<file path="config.mk">
export PLATFORM = sky130hd
export DESIGN_NAME = mem_wb_stage_flat
export DESIGN_NICKNAME = d
export VERILOG_FILES = /design/src/rtl/mem_wb_stage_if.sv /design/src/rtl/mem_wb_stage.sv /design/src/flat_wrapper.sv
export SDC_FILE = /design/constraint.sdc
export NUM_CORES = 1
export LEC_CHECK = 0
export BUFFER_PORTS_ARGS = -buffer_cell sky130_fd_sc_hd__buf_2
export CORE_ASPECT_RATIO = 0.8
export CORE_MARGIN = 10
export CORE_UTILIZATION = 50
export DETAILED_ROUTE_END_ITERATION = 8
export PLACE_DENSITY_LB_ADDON = 0.1
export SYNTH_ARGS = -nofsm -noshare
export SYNTH_HDL_FRONTEND = slang
export SYNTH_SLANG_ARGS = --single-unit
</file>
<file path="constraint.sdc">
create_clock -name clk -period 3.75 [get_ports clk]
set_input_delay 0.9375 -clock clk [delete_from_list [all_inputs] [get_ports clk]]
set_output_delay 0.9375 -clock clk [all_outputs]
set_load 0.05 [all_outputs]
</file>
<file path="src/rtl/mem_wb_stage_if.sv">
// MEM -> WB pipeline bus: the instruction record handed from the memory-access
// stage to the write-back stage. The MEM stage is the master and the WB stage
// is the slave.
interface mem_wb_stage_if #(
  parameter int DATA_W = 32,
  parameter int ADDR_W = 5
);
  logic              mem_we;
  logic [ADDR_W-1:0] mem_waddr;
  logic [DATA_W-1:0] mem_wdata;
  logic [1:0]        mem_ld;
  logic              mem_ld_signed;
  logic [1:0]        mem_ld_off;

  modport master (
    output mem_we, mem_waddr, mem_wdata, mem_ld, mem_ld_signed, mem_ld_off
  );

  modport slave (
    input mem_we, mem_waddr, mem_wdata, mem_ld, mem_ld_signed, mem_ld_off
  );
endinterface

</file>
<file path="src/rtl/mem_wb_stage.sv">
// mem_wb_stage: MEM/WB pipeline register plus write-back data selection.
// Captures the MEM-stage instruction record, applies stall/flush, aligns
// and extends load data from the synchronous data memory (big-endian byte
// lanes), drives the register file write port and counts retired writes.
//
// Build option WB_LOAD_EXT_EN: when defined, byte/half loads are aligned and
// sign/zero extended. When undefined, every load kind passes the memory word
// through unchanged and the signedness/offset attributes are not registered.
module mem_wb_stage #(
  parameter int DATA_W = 32,
  parameter int ADDR_W = 5
) (
  input  logic                clk,
  input  logic                rst,
  input  logic                flush,
  input  logic                stall_mem,
  input  logic                stall_wb,
  mem_wb_stage_if.slave       mem,
  input  logic [DATA_W-1:0]   dmem_rdata,
  output logic                wb_we,
  output logic [ADDR_W-1:0]   wb_waddr,
  output logic [DATA_W-1:0]   wb_wdata,
  output logic [31:0]         retire_cnt
);

  logic              we_q, we_d;
  logic [ADDR_W-1:0] waddr_q, waddr_d;
  logic [DATA_W-1:0] wdata_q, wdata_d;
  logic [1:0]        ld_q, ld_d;
  logic [31:0]       retire_cnt_q, retire_cnt_d;

`ifdef WB_LOAD_EXT_EN
  logic              sgn_q, sgn_d;
  logic [1:0]        off_q, off_d;

  // Pick the addressed byte; offset 0 is the most significant lane.
  function automatic logic [7:0] sel_byte(input logic [DATA_W-1:0] w,
                                          input logic [1:0] off);
    case (off)
      2'd0:    sel_byte = w[DATA_W-1  -: 8];
      2'd1:    sel_byte = w[DATA_W-9  -: 8];
      2'd2:    sel_byte = w[DATA_W-17 -: 8];
      default: sel_byte = w[DATA_W-25 -: 8];
    endcase
  endfunction

  // Pick the addressed halfword; the low offset bit is ignored.
  function automatic logic [15:0] sel_half(input logic [DATA_W-1:0] w,
                                           input logic hi_off);
    sel_half = hi_off ? w[DATA_W-17 -: 16] : w[DATA_W-1 -: 16];
  endfunction

  // Widen a byte to DATA_W, replicating the sign bit when signed.
  function automatic logic [DATA_W-1:0] ext_byte(input logic [7:0] b,
                                                 input logic s);
    logic signed [7:0] bs;
    bs = b;
    ext_byte = s ? DATA_W'(bs) : DATA_W'(b);
  endfunction

  // Widen a halfword to DATA_W, replicating the sign bit when signed.
  function automatic logic [DATA_W-1:0] ext_half(input logic [15:0] h,
                                                 input logic s);
    logic signed [15:0] hs;
    hs = h;
    ext_half = s ? DATA_W'(hs) : DATA_W'(h);
  endfunction
`else
  // Load attributes are don't-care in pass-through mode.
  logic unused_ld_attr;
  assign unused_ld_attr = ^{mem.mem_ld_signed, mem.mem_ld_off};
`endif

  // Next stage contents: flush > bubble on MEM stall > hold on joint stall > capture.
  always_comb begin
    we_d    = we_q;
    waddr_d = waddr_q;
    wdata_d = wdata_q;
    ld_d    = ld_q;
`ifdef WB_LOAD_EXT_EN
    sgn_d   = sgn_q;
    off_d   = off_q;
`endif
    if (flush || (stall_mem && !stall_wb)) begin
      we_d    = 1'b0;
      waddr_d = '0;
      wdata_d = '0;
      ld_d    = 2'b00;
`ifdef WB_LOAD_EXT_EN
      sgn_d   = 1'b0;
      off_d   = 2'b00;
`endif
    end else if (!stall_mem) begin
      we_d    = mem.mem_we;
      waddr_d = mem.mem_waddr;
      wdata_d = mem.mem_wdata;
      ld_d    = mem.mem_ld;
`ifdef WB_LOAD_EXT_EN
      sgn_d   = mem.mem_ld_signed;
      off_d   = mem.mem_ld_off;
`endif
    end
  end

  // Stage register; reset forces a bubble at any time.
  always_ff @(posedge clk or negedge rst) begin
    if (!rst) begin
      we_q    <= 1'b0;
      waddr_q <= '0;
      wdata_q <= '0;
      ld_q    <= 2'b00;
`ifdef WB_LOAD_EXT_EN
      sgn_q   <= 1'b0;
      off_q   <= 2'b00;
`endif
    end else begin
      we_q    <= we_d;
      waddr_q <= waddr_d;
      wdata_q <= wdata_d;
      ld_q    <= ld_d;
`ifdef WB_LOAD_EXT_EN
      sgn_q   <= sgn_d;
      off_q   <= off_d;
`endif
    end
  end

  // Register-file write port, combinational from the stage and the memory word.
  always_comb begin
    wb_we    = we_q && (waddr_q != '0);
    wb_waddr = waddr_q;
    case (ld_q)
      2'b00:   wb_wdata = wdata_q;
`ifdef WB_LOAD_EXT_EN
      2'b01:   wb_wdata = ext_byte(sel_byte(dmem_rdata, off_q), sgn_q);
      2'b10:   wb_wdata = ext_half(sel_half(dmem_rdata, off_q[1]), sgn_q);
`endif
      default: wb_wdata = dmem_rdata;
    endcase
  end

  // A write retires on the edge where it leaves WB (not stalled); wraps naturally.
  always_comb begin
    retire_cnt_d = retire_cnt_q + 32'(wb_we && !stall_wb);
  end

  // Retired-write counter register.
  always_ff @(posedge clk or negedge rst) begin
    if (!rst) begin
      retire_cnt_q <= '0;
    end else begin
      retire_cnt_q <= retire_cnt_d;
    end
  end

  assign retire_cnt = retire_cnt_q;

endmodule

</file>
<file path="src/flat_wrapper.sv">
// flat-port wrapper written by rule: the top's interface ports become plain ports
module mem_wb_stage_flat 
#(
  parameter int DATA_W = 32,
  parameter int ADDR_W = 5
)
  (clk, rst, flush, stall_mem, stall_wb, dmem_rdata, wb_we, wb_waddr, wb_wdata, retire_cnt, mem_mem_we, mem_mem_waddr, mem_mem_wdata, mem_mem_ld, mem_mem_ld_signed, mem_mem_ld_off);
  mem_wb_stage_if #(.DATA_W(DATA_W), .ADDR_W(ADDR_W)) mem_i ();
  input  logic clk;
  input  logic rst;
  input  logic flush;
  input  logic stall_mem;
  input  logic stall_wb;
  input  logic [DATA_W-1:0] dmem_rdata;
  output logic wb_we;
  output logic [ADDR_W-1:0] wb_waddr;
  output logic [DATA_W-1:0] wb_wdata;
  output logic [31:0] retire_cnt;
  input wire logic [$bits(mem_i.mem_we)-1:0] mem_mem_we;
  input wire logic [$bits(mem_i.mem_waddr)-1:0] mem_mem_waddr;
  input wire logic [$bits(mem_i.mem_wdata)-1:0] mem_mem_wdata;
  input wire logic [$bits(mem_i.mem_ld)-1:0] mem_mem_ld;
  input wire logic [$bits(mem_i.mem_ld_signed)-1:0] mem_mem_ld_signed;
  input wire logic [$bits(mem_i.mem_ld_off)-1:0] mem_mem_ld_off;
  assign mem_i.mem_we = mem_mem_we;
  assign mem_i.mem_waddr = mem_mem_waddr;
  assign mem_i.mem_wdata = mem_mem_wdata;
  assign mem_i.mem_ld = mem_mem_ld;
  assign mem_i.mem_ld_signed = mem_mem_ld_signed;
  assign mem_i.mem_ld_off = mem_mem_ld_off;
  mem_wb_stage #(.DATA_W(DATA_W), .ADDR_W(ADDR_W)) u_core (.clk(clk), .rst(rst), .flush(flush), .stall_mem(stall_mem), .stall_wb(stall_wb), .mem(mem_i), .dmem_rdata(dmem_rdata), .wb_we(wb_we), .wb_waddr(wb_waddr), .wb_wdata(wb_wdata), .retire_cnt(retire_cnt));
endmodule
</file>
# [Yosys cells after proc, flatten, opt, wreduce, memory -nomap -nowiden]
# Cells that the tools add are included.
[word_totals] out_inout_bits=70 register_bits=72 in_bits=80 elab_cells=23
[classes] addsub=1 eq_ne=1 n_reduce_logical=7 muxes=9
[op_table] operator="2-to-1 mux 32 bit" count=3
[op_table] operator="adder 32 x 1 -> 32 bit" count=1
[op_table] operator="2-to-1 mux 5 bit" count=2
[op_table] operator="nonzero test 5 bit" count=1
[op_table] operator="2-to-1 mux 2 bit" count=2
[op_table] operator="logical AND 1 bit" count=3
[op_table] operator="logical NOT 2 bit" count=1
[op_table] operator="2-to-1 mux 1 bit" count=2
[op_table] operator="inequality test 2 x 1 -> 1 bit (second input constant)" count=1
[op_table] operator="logical NOT 1 bit" count=1
[op_table] operator="logical OR 1 bit" count=1

# [Logic depth before layout (Yosys ltp)]
# Gate-level depths: netlist of run 1.
[depth] depth_word=4 depth_mapped=9 depth_no_buf=9

# [Worst setup path after synthesis of run 1]
# Ideal clock, no wire load.
[synth_path] path_kind="reg-to-reg" from="reg u_core.waddr_q[0] (netlist: u_core.wb_waddr[0])" to="reg u_core.retire_cnt_q[28] (netlist: u_core.retire_cnt[28])" stages_incl_launch_ff=10 required_time_ns=3.609 setup_ns=0.141 slack_ns=0.621 period_less_slack_ns=3.129 n_path_buf=0 arrival_time_ns=2.988 path_cell_list="dfrtp_1 or4_1 o21a_1 nor2b_1 ha_1 ha_1 nand4_1 or4_4 or4_4 xnor2_2"
[synth_between] elab_chain_cells=4
[synth_rtl] element="from (decl)" line="mem_wb_stage.sv:27" rtl="logic [ADDR_W-1:0] waddr_q, waddr_d;"
[synth_rtl] element="from (signal assigned)" line="mem_wb_stage.sv:118" rtl="waddr_q <= waddr_d;"
[synth_rtl] element="nonzero test 5 bit" line="mem_wb_stage.sv:130" rtl="wb_we = we_q && (waddr_q != '0);"
[synth_rtl] element="logical AND 1 bit" line="mem_wb_stage.sv:130"
[synth_rtl] element="net wb_we" line="flat_wrapper.sv:15" rtl="output logic wb_we;"
[synth_rtl] element="logical AND 1 bit" line="mem_wb_stage.sv:144" rtl="retire_cnt_d = retire_cnt_q + 32'(wb_we && !stall_wb);"
[synth_rtl] element="adder 32 x 1 -> 32 bit" line="mem_wb_stage.sv:144"
[synth_rtl] element="net u_core.retire_cnt_d[28]" line="mem_wb_stage.sv:30" rtl="logic [31:0] retire_cnt_q, retire_cnt_d;"
[synth_rtl] element="to (signal assigned)" line="mem_wb_stage.sv:152" rtl="retire_cnt_q <= retire_cnt_d;"
[synth_rtl] element="to (decl)" line="mem_wb_stage.sv:30"
# The timed path passes the listed nets, and every way through them passes these cells.
# A chain may end at the register's enable or synchronous reset.

# [Final worst setup path of run 1]
[layout_path] from="reg u_core.ld_q[1]" to="out wb_wdata[8]"
[layout_between] elab_chain_cells=2
[layout_rtl] element="from (decl)" line="mem_wb_stage.sv:29" rtl="logic [1:0] ld_q, ld_d;"
[layout_rtl] element="from (signal assigned)" line="mem_wb_stage.sv:120" rtl="ld_q <= ld_d;"
[layout_rtl] element="logical NOT 2 bit" line="mem_wb_stage.sv:132" rtl="case (ld_q)"
[layout_rtl] element="2-to-1 mux 32 bit" line="mem_wb_stage.sv:132"
[layout_rtl] element="to (decl)" line="flat_wrapper.sv:17" rtl="output logic [DATA_W-1:0] wb_wdata;"
# No other way between the ends.

==> run_results.csv, run 1 <==
group,metric,value,unit
status,outcome,"completed",
yosys,synth.area.top_cells,"dfrtp_1 (56%), mux2_2 (11%), a22o_1 (11%)",
die,die_y,92.0,um
drt,via_count,2602,
setup_path,crit_arrival,1.86,ns
yosys,synth-edff-count,0,
die,start_util,51.1,%
drt,first_pass_iters,5,
yosys,avgSynthCellArea,12.5,um^2
layout,register_area,1800,um^2
min_path,hold_class,"reg2reg",
run,cap_violations,0,
cts,cts.htree.levels,3,
place,dpl.hpwl,6540,um
timing,hold_viol,0,
timing,finalSetupTns,0,ns
die,coreArea,6340,um^2
yosys,ys_ff_latch,72,
setup_path,path_max_fanout,31,
cts,postCtsSetupRepairBufs,0,
setup_path,path_class,"reg2out",
cts,numCtsBuffers,9,
grt,grt_usage,16.9,%
timing,max_freq,358,MHz
power_and_ir_drop,p_leak,2.39,nW
place,dp.cells,480,
die,die_area,10100,um^2
layout,final_cell_mix,"buf_2 (145), dfrtp_1 (72), a22o_1 (40)",
drt,via_per_inst,5.25,
timing,worst_slew_pin_slew,0.890,ns
place,portBuffers,146,
yosys,synth_cell_types,25,
cts,post_cts_resize_count,0,
timing,grt_setup_unrepaired,"false",
grt,first_global_vias,2657,
power_and_ir_drop,vdd_drop_max,0.362,mV
die,pin_count,150,
layout,areaGrowthSynthToFinish,33.1,%
die,num_rows,26,
grt,grt_pass1_wl,13600,um
layout,drive_gt1_share,50.5,%
grt,grt-ovfl-total,0,
timing,fin_skew,0.00661,ns
layout,stdcell_area,4320,um^2
cts,clockBufferDepth,2,
drt,drtIter0Drc,152,
layout,multi_input_area,1380,um^2
die,die_w,110,um
layout,final_cell_count_no_fill,496,
cts,cts_hold_buf,0,
timing,slew_headroom,40.7,%
yosys,synth_top_family_by_area,"simple AND/OR/NAND/NOR gates",
yosys,synth.net_count,342,
yosys,synth-main-ff-cell,"dfrtp_1",
yosys,synth_fa_ha_area_share,0.772,%
timing,setup_violations,0,
layout,n_fill_cell,513,
setup_path,required,2.81,ns
setup_path,start_kind,"register",
yosys,syn_area,3240,um^2
drt,ant_nets,0,
timing,min_period,2.79,ns
grt,grt_max_degree,73,
yosys,async_flop_share,100,%
yosys,seq_area_frac_synth,55.6,%
timing,fin_crit_sh,74.5,%
cts,root_buffer,"clkbuf_8",
cts,cts_tree,"done",
setup_path,endpoint_kind,"output port",
yosys,synth-simple-area-share,11.1,%
layout,diodes,0,
layout,finalNetCount,489,
drt,wl,8630,um
yosys,synth_xor_area_share,8.33,%
cts,insertion_delay,0.33,ns
yosys,synth_compound_area_share,11.0,%
layout,layout_commonest_cell,"buf_2",
place,placed_area,4060,um^2
yosys,synth_warnings,0,
yosys,synth_top_area_share,55.6,%
timing,drv_slew,0,
place,gp_congestion,0.797,
yosys,synth_top_area_cell,"dfrtp_1",
grt,antenna_found_initial,0,
drt,wire_per_inst,17.4,um
yosys,synth.mux.area_fraction,11.1,%
cts,cts.clk_slew.worst_paths,0.07,ns
drt,drc_errors,0,
yosys,syn_inst,260,
power_and_ir_drop,power.density,459,nW/um^2
cts,cts.sinks,72,
report_power, final:
| group | internal [W] | total (W) | switching (W) |
|---|---|---|---|
| sequential | 0.000813 | 0.000844 | 0.0000308 |
| clock | 0.000477 | 0.000749 | 0.000272 |
| combinational | 0.000116 | 0.000386 | 0.000270 |
Yosys cell counts (2+ instances only):
library cell,n
a22o_1,40
and3_1,2
clkbuf_1,13
dfrtp_1,72
ha_1,2
inv_1,5
mux2_2,32
nand2_1,9
nand3_1,12
nand4_1,6
nor2_1,13
nor3_1,4
nor4_1,7
or2_2,2
or3_1,2
or4_1,2
or4_4,2
xnor2_1,10
xor2_1,19
final timing paths:
| path | slack (ns) | to | startpoint | cells after the start |
|---|---|---|---|---|
| setup reg to reg | 1.15 | u_core.retire_cnt[28] | u_core.wb_waddr[3] | 9 |
| hold / removal | 0.48 | u_core.retire_cnt[31] | u_core.retire_cnt[31] | 1 |
| hold reg to reg | 0.48 | u_core.retire_cnt[31] | u_core.retire_cnt[31] | 1 |
| setup / recovery | 0.96 | wb_wdata[8] | u_core.ld_q[1] | 4 |
| min in group asynchronous | 0.72 | u_core.retire_cnt[30] | rst | 1 |
| max in group asynchronous | 2.45 | u_core.wdata_q[31] | rst | 1 |
through the flow:
stage                     setup WS [ns]  total power [W]  utilization, %  hold slack, ns
after floorplan                   0.621          0.00112               -           0.467
after global placement            0.784          0.00124            64.0           0.452
after detailed placement          0.745          0.00125            64.0           0.475
after CTS                         0.939          0.00200            68.0           0.485
after global routing              0.847          0.00207            68.0           0.488
final                             0.957          0.00198            68.0           0.480
cell families (layout without fill, tap and decap cells):
family	after synthesis	after routing
flops	72	72
simple gates	65	65
compound gates	41	41
mux	32	32
xor+xnor	30	30
buf+inv	18	170
fa+ha+maj	2	2
area by class of cell:
class	instances	share of cell area, %
inverters	5	0.435
repair buffers	149	17.5
clock buffers	11	3.51
clock inverters	5	2.38
flip-flops and latches	72	41.7
multi-input cells	170	32.0
well taps	84	2.43
routing by layer:
| layer | vias up | routed length [um] | track usage [%] | share of wire (%) |
|---|---|---|---|---|
| li1 | 1246 | - | - | - |
| met1 | 1268 | 3780 | 22.1 | 44 |
| met2 | 86 | 3990 | 24.6 | 46 |
| met3 | 2 | 832 | 8.32 | 9.6 |
| met4 | 0 | 29 | 3.57 | 0.34 |
| met5 | - | 0 | 0 | 0 |
registers in the layout (all words and copies together), names as in the netlist:
| name | count |
|---|---|
| u_core.retire_cnt | 32 |
| u_core.wdata_q | 32 |
| u_core.wb_waddr | 5 |
| u_core.ld_q | 2 |
| u_core.we_q | 1 |
critical path, cell delays in order (launching register included):
cell and delay [ns]:
dfrtp_1 0.40, nor2_2 0.14, buf_4 0.38, mux2_2 0.38, buf_2 0.21
Power figures use the tool's default switching activity.
==> run 2: changes to the inputs <==
Settings changed: CORE_UTILIZATION 50 to 47.
Clock period 3.75 ns to 2.6 ns, I/O delays scaled along.
==> run 2 against run 1 <==
  * Final cell count is 1.2% higher
  * Non-clock buffer count up 6
  * Combinational power up 48%
  * Cell area rose by 0.90%
  * Via count rose by 0.58%
  * First-iteration DRC count shrank 4.6%
  * Sequential cell count is the same
  * Sequential power up 45%
  * Clock power is 14% higher
  * Critical path type is now reg2reg
  * Critical endpoint is now u_core.retire_cnt[28]
  * Largest cell class unchanged
  * Highest routed layer unchanged
==> run_results.csv, run 2 (same netlist as run 1, synthesis figures left out) <==
group,metric,value,unit
power_and_ir_drop,p_int,0.00182,W
place,portBuffers,146,
run,cap_violations,0,
setup_path,start_kind,"register",
die,die_area,10600,um^2
timing,drv_slew,0,
layout,drive_gt1_share,52.6,%
cts,cts.clk_slew.worst_paths,0.08,ns
timing,setup_violations,0,
timing,fin_skew,0.00896,ns
setup_path,worst_path_most_repeated_cell,"or4_4",
setup_path,timing.rr.start,"u_core.wb_waddr[4]",
die,start_util,49.6,%
timing,worst_slew_pin_slew,0.581,ns
setup_path,reg2regPathDepth,9,
die,num_rows,26,
grt,grt_util_met1,20.1,%
cts,root_buffer,"clkbuf_8",
cts,insertion_delay,0.33,ns
place,dp.cells,486,
die,die_y,94.3,um
drt,wire_per_inst,17.6,um
power_and_ir_drop,netSwitchingPower,0.000835,W
setup_path,crit_chain,"or4_1 -> o21a_4 -> nor2b_1 -> ha_1 -> ha_2 -> nand4_1 -> or4_4 -> or4_4 -> xnor2_2",
setup_path,r2r_slack,0.22,ns
grt,grt_usage,16.0,%
layout,final_cell_count_no_fill,502,
layout,finalNetCount,495,
grt,antenna_found_initial,0,
cts,cts.sinks,72,
cts,clockBufferDepth,2,
grt,use_met2,25.1,%
power_and_ir_drop,vdd_drop_max,0.456,mV
power_and_ir_drop,p_leak,2.40,nW
timing,fin_crit_sh,91.6,%
timing,min_period,2.38,ns
place,placed_area,4160,um^2
layout,final_cell_mix,"buf_2 (146), dfrtp_1 (67), a22o_1 (40)",
setup_path,endpoint_kind,"register",
drt,drc_errors,0,
drt,ant_nets,0,
drt,wl,8850,um
status,outcome,"completed",
power_and_ir_drop,p_clk_share,32.3,%
place,gp_congestion,0.738,
layout,stdcell_area,4360,um^2
cts,cts.htree.levels,3,
setup_path,crit_start,"u_core.wb_waddr[4]",
cts,numCtsBuffers,9,
die,coreArea,6540,um^2
setup_path,path_max_fanout,3,
cts,cts_tree,"done",
setup_path,crit_arrival,2.60,ns
min_path,hold_class,"in2async",
power_and_ir_drop,p_sw_share,31.5,%
grt,grt-ovfl-total,0,
drt,via_count,2617,
die,die_w,113,um
timing,slew_headroom,60.9,%
timing,grt_setup_unrepaired,"false",
setup_path,cpMaxStageDelayCell,"or4_4",
layout,diodes,0,
setup_path,required,2.82,ns
die,pin_count,150,
power_and_ir_drop,p_seq_share,46.1,%
grt,use_met3,7.09,%
setup_path,max_stage_delay,0.46,ns
setup_path,r2r_end,"u_core.retire_cnt[28]",
layout,areaGrowthSynthToFinish,34.3,%
drt,first_pass_iters,4,
power_and_ir_drop,power.density,609,nW/um^2
grt,first_global_vias,2736,
grt,grt_pass1_wl,14100,um
power_and_ir_drop,combPwrFrac,21.6,%
timing,hold_viol,0,
layout,layout_commonest_cell,"buf_2",
drt,drtIter0Drc,145,
grt,grt_max_degree,73,
timing,max_freq,420,MHz
drt,via_per_inst,5.21,
cts,postCtsSetupRepairBufs,0,
grt,busiest_layer,"met2",
setup_path,path_class,"reg2reg",
place,dpl.hpwl,6720,um
## run 2: power by group through the flow
stage / Clock, W / Combinational, W / Sequential (W)
floorplan: 0 / 0.000293 / 0.00133
global placement: 0 / 0.000570 / 0.00124
detailed placement: 0 / 0.000582 / 0.00124
CTS: 0.000887 / 0.000583 / 0.00122
global route: 0.000937 / 0.000610 / 0.00123
finish: 0.000857 / 0.000573 / 0.00122
## run 2: cell type report
| cell class | count | area [um^2] |
|---|---|---|
| sequential | 72 | 1810 |
| multi-input combinational | 170 | 1400 |
| tap | 84 | 105 |
| inverter | 5 | 18.8 |
| clock inverter | 4 | 45.0 |
| timing repair buffer | 155 | 836 |
| fill | 537 | 2180 |
| clock buffer | 12 | 145 |
## run 2: timing repair
action	4_1_cts	5_1_grt
hold buffers	0	0
gates resized for setup	0	1
setup endpoints to repair	0	1
## run 2: worst max-delay path, delay by kind of cell, from the launching register on
kind / cells / cell delay (ns)
fa+ha+maj: 2 / 0.38
simple gates: 5 / 1.27
compound gates: 1 / 0.12
xor+xnor: 1 / 0.14
flops: 1 / 0.38
## run 2: per-stage QoR
step	setup TNS [ns]	power, W	worst slack, ns	util, %	hold slack (ns)
global placement	0	0.00181	0.0545	63.6	0.452
floorplan	-0.161	0.00162	-0.161	-	0.354
detailed placement	0	0.00182	0.0109	63.6	0.453
finish	0	0.00265	0.218	66.6	0.329
global route	0	0.00278	0.0478	66.6	0.354
CTS	0	0.00269	0.133	66.5	0.341
## run 2: routing by layer
metal,vias up,share of wire [%]
met3,4,8.7
met4,0,0.31
met1,1253,44
li1,1267,-
met5,-,0
met2,93,47
## run 2: worst max path at each step
stage / end / cells after the start / slack, ns
3_5_place_dp: u_core.retire_cnt[30] / 9 / 0.01
4_1_cts: u_core.retire_cnt[30] / 10 / 0.13
3_3_place_gp: u_core.retire_cnt[30] / 9 / 0.05
5_1_grt: u_core.retire_cnt[28] / 9 / 0.05
6_report: u_core.retire_cnt[28] / 9 / 0.22
2_1_floorplan: u_core.retire_cnt[28] / 9 / -0.16
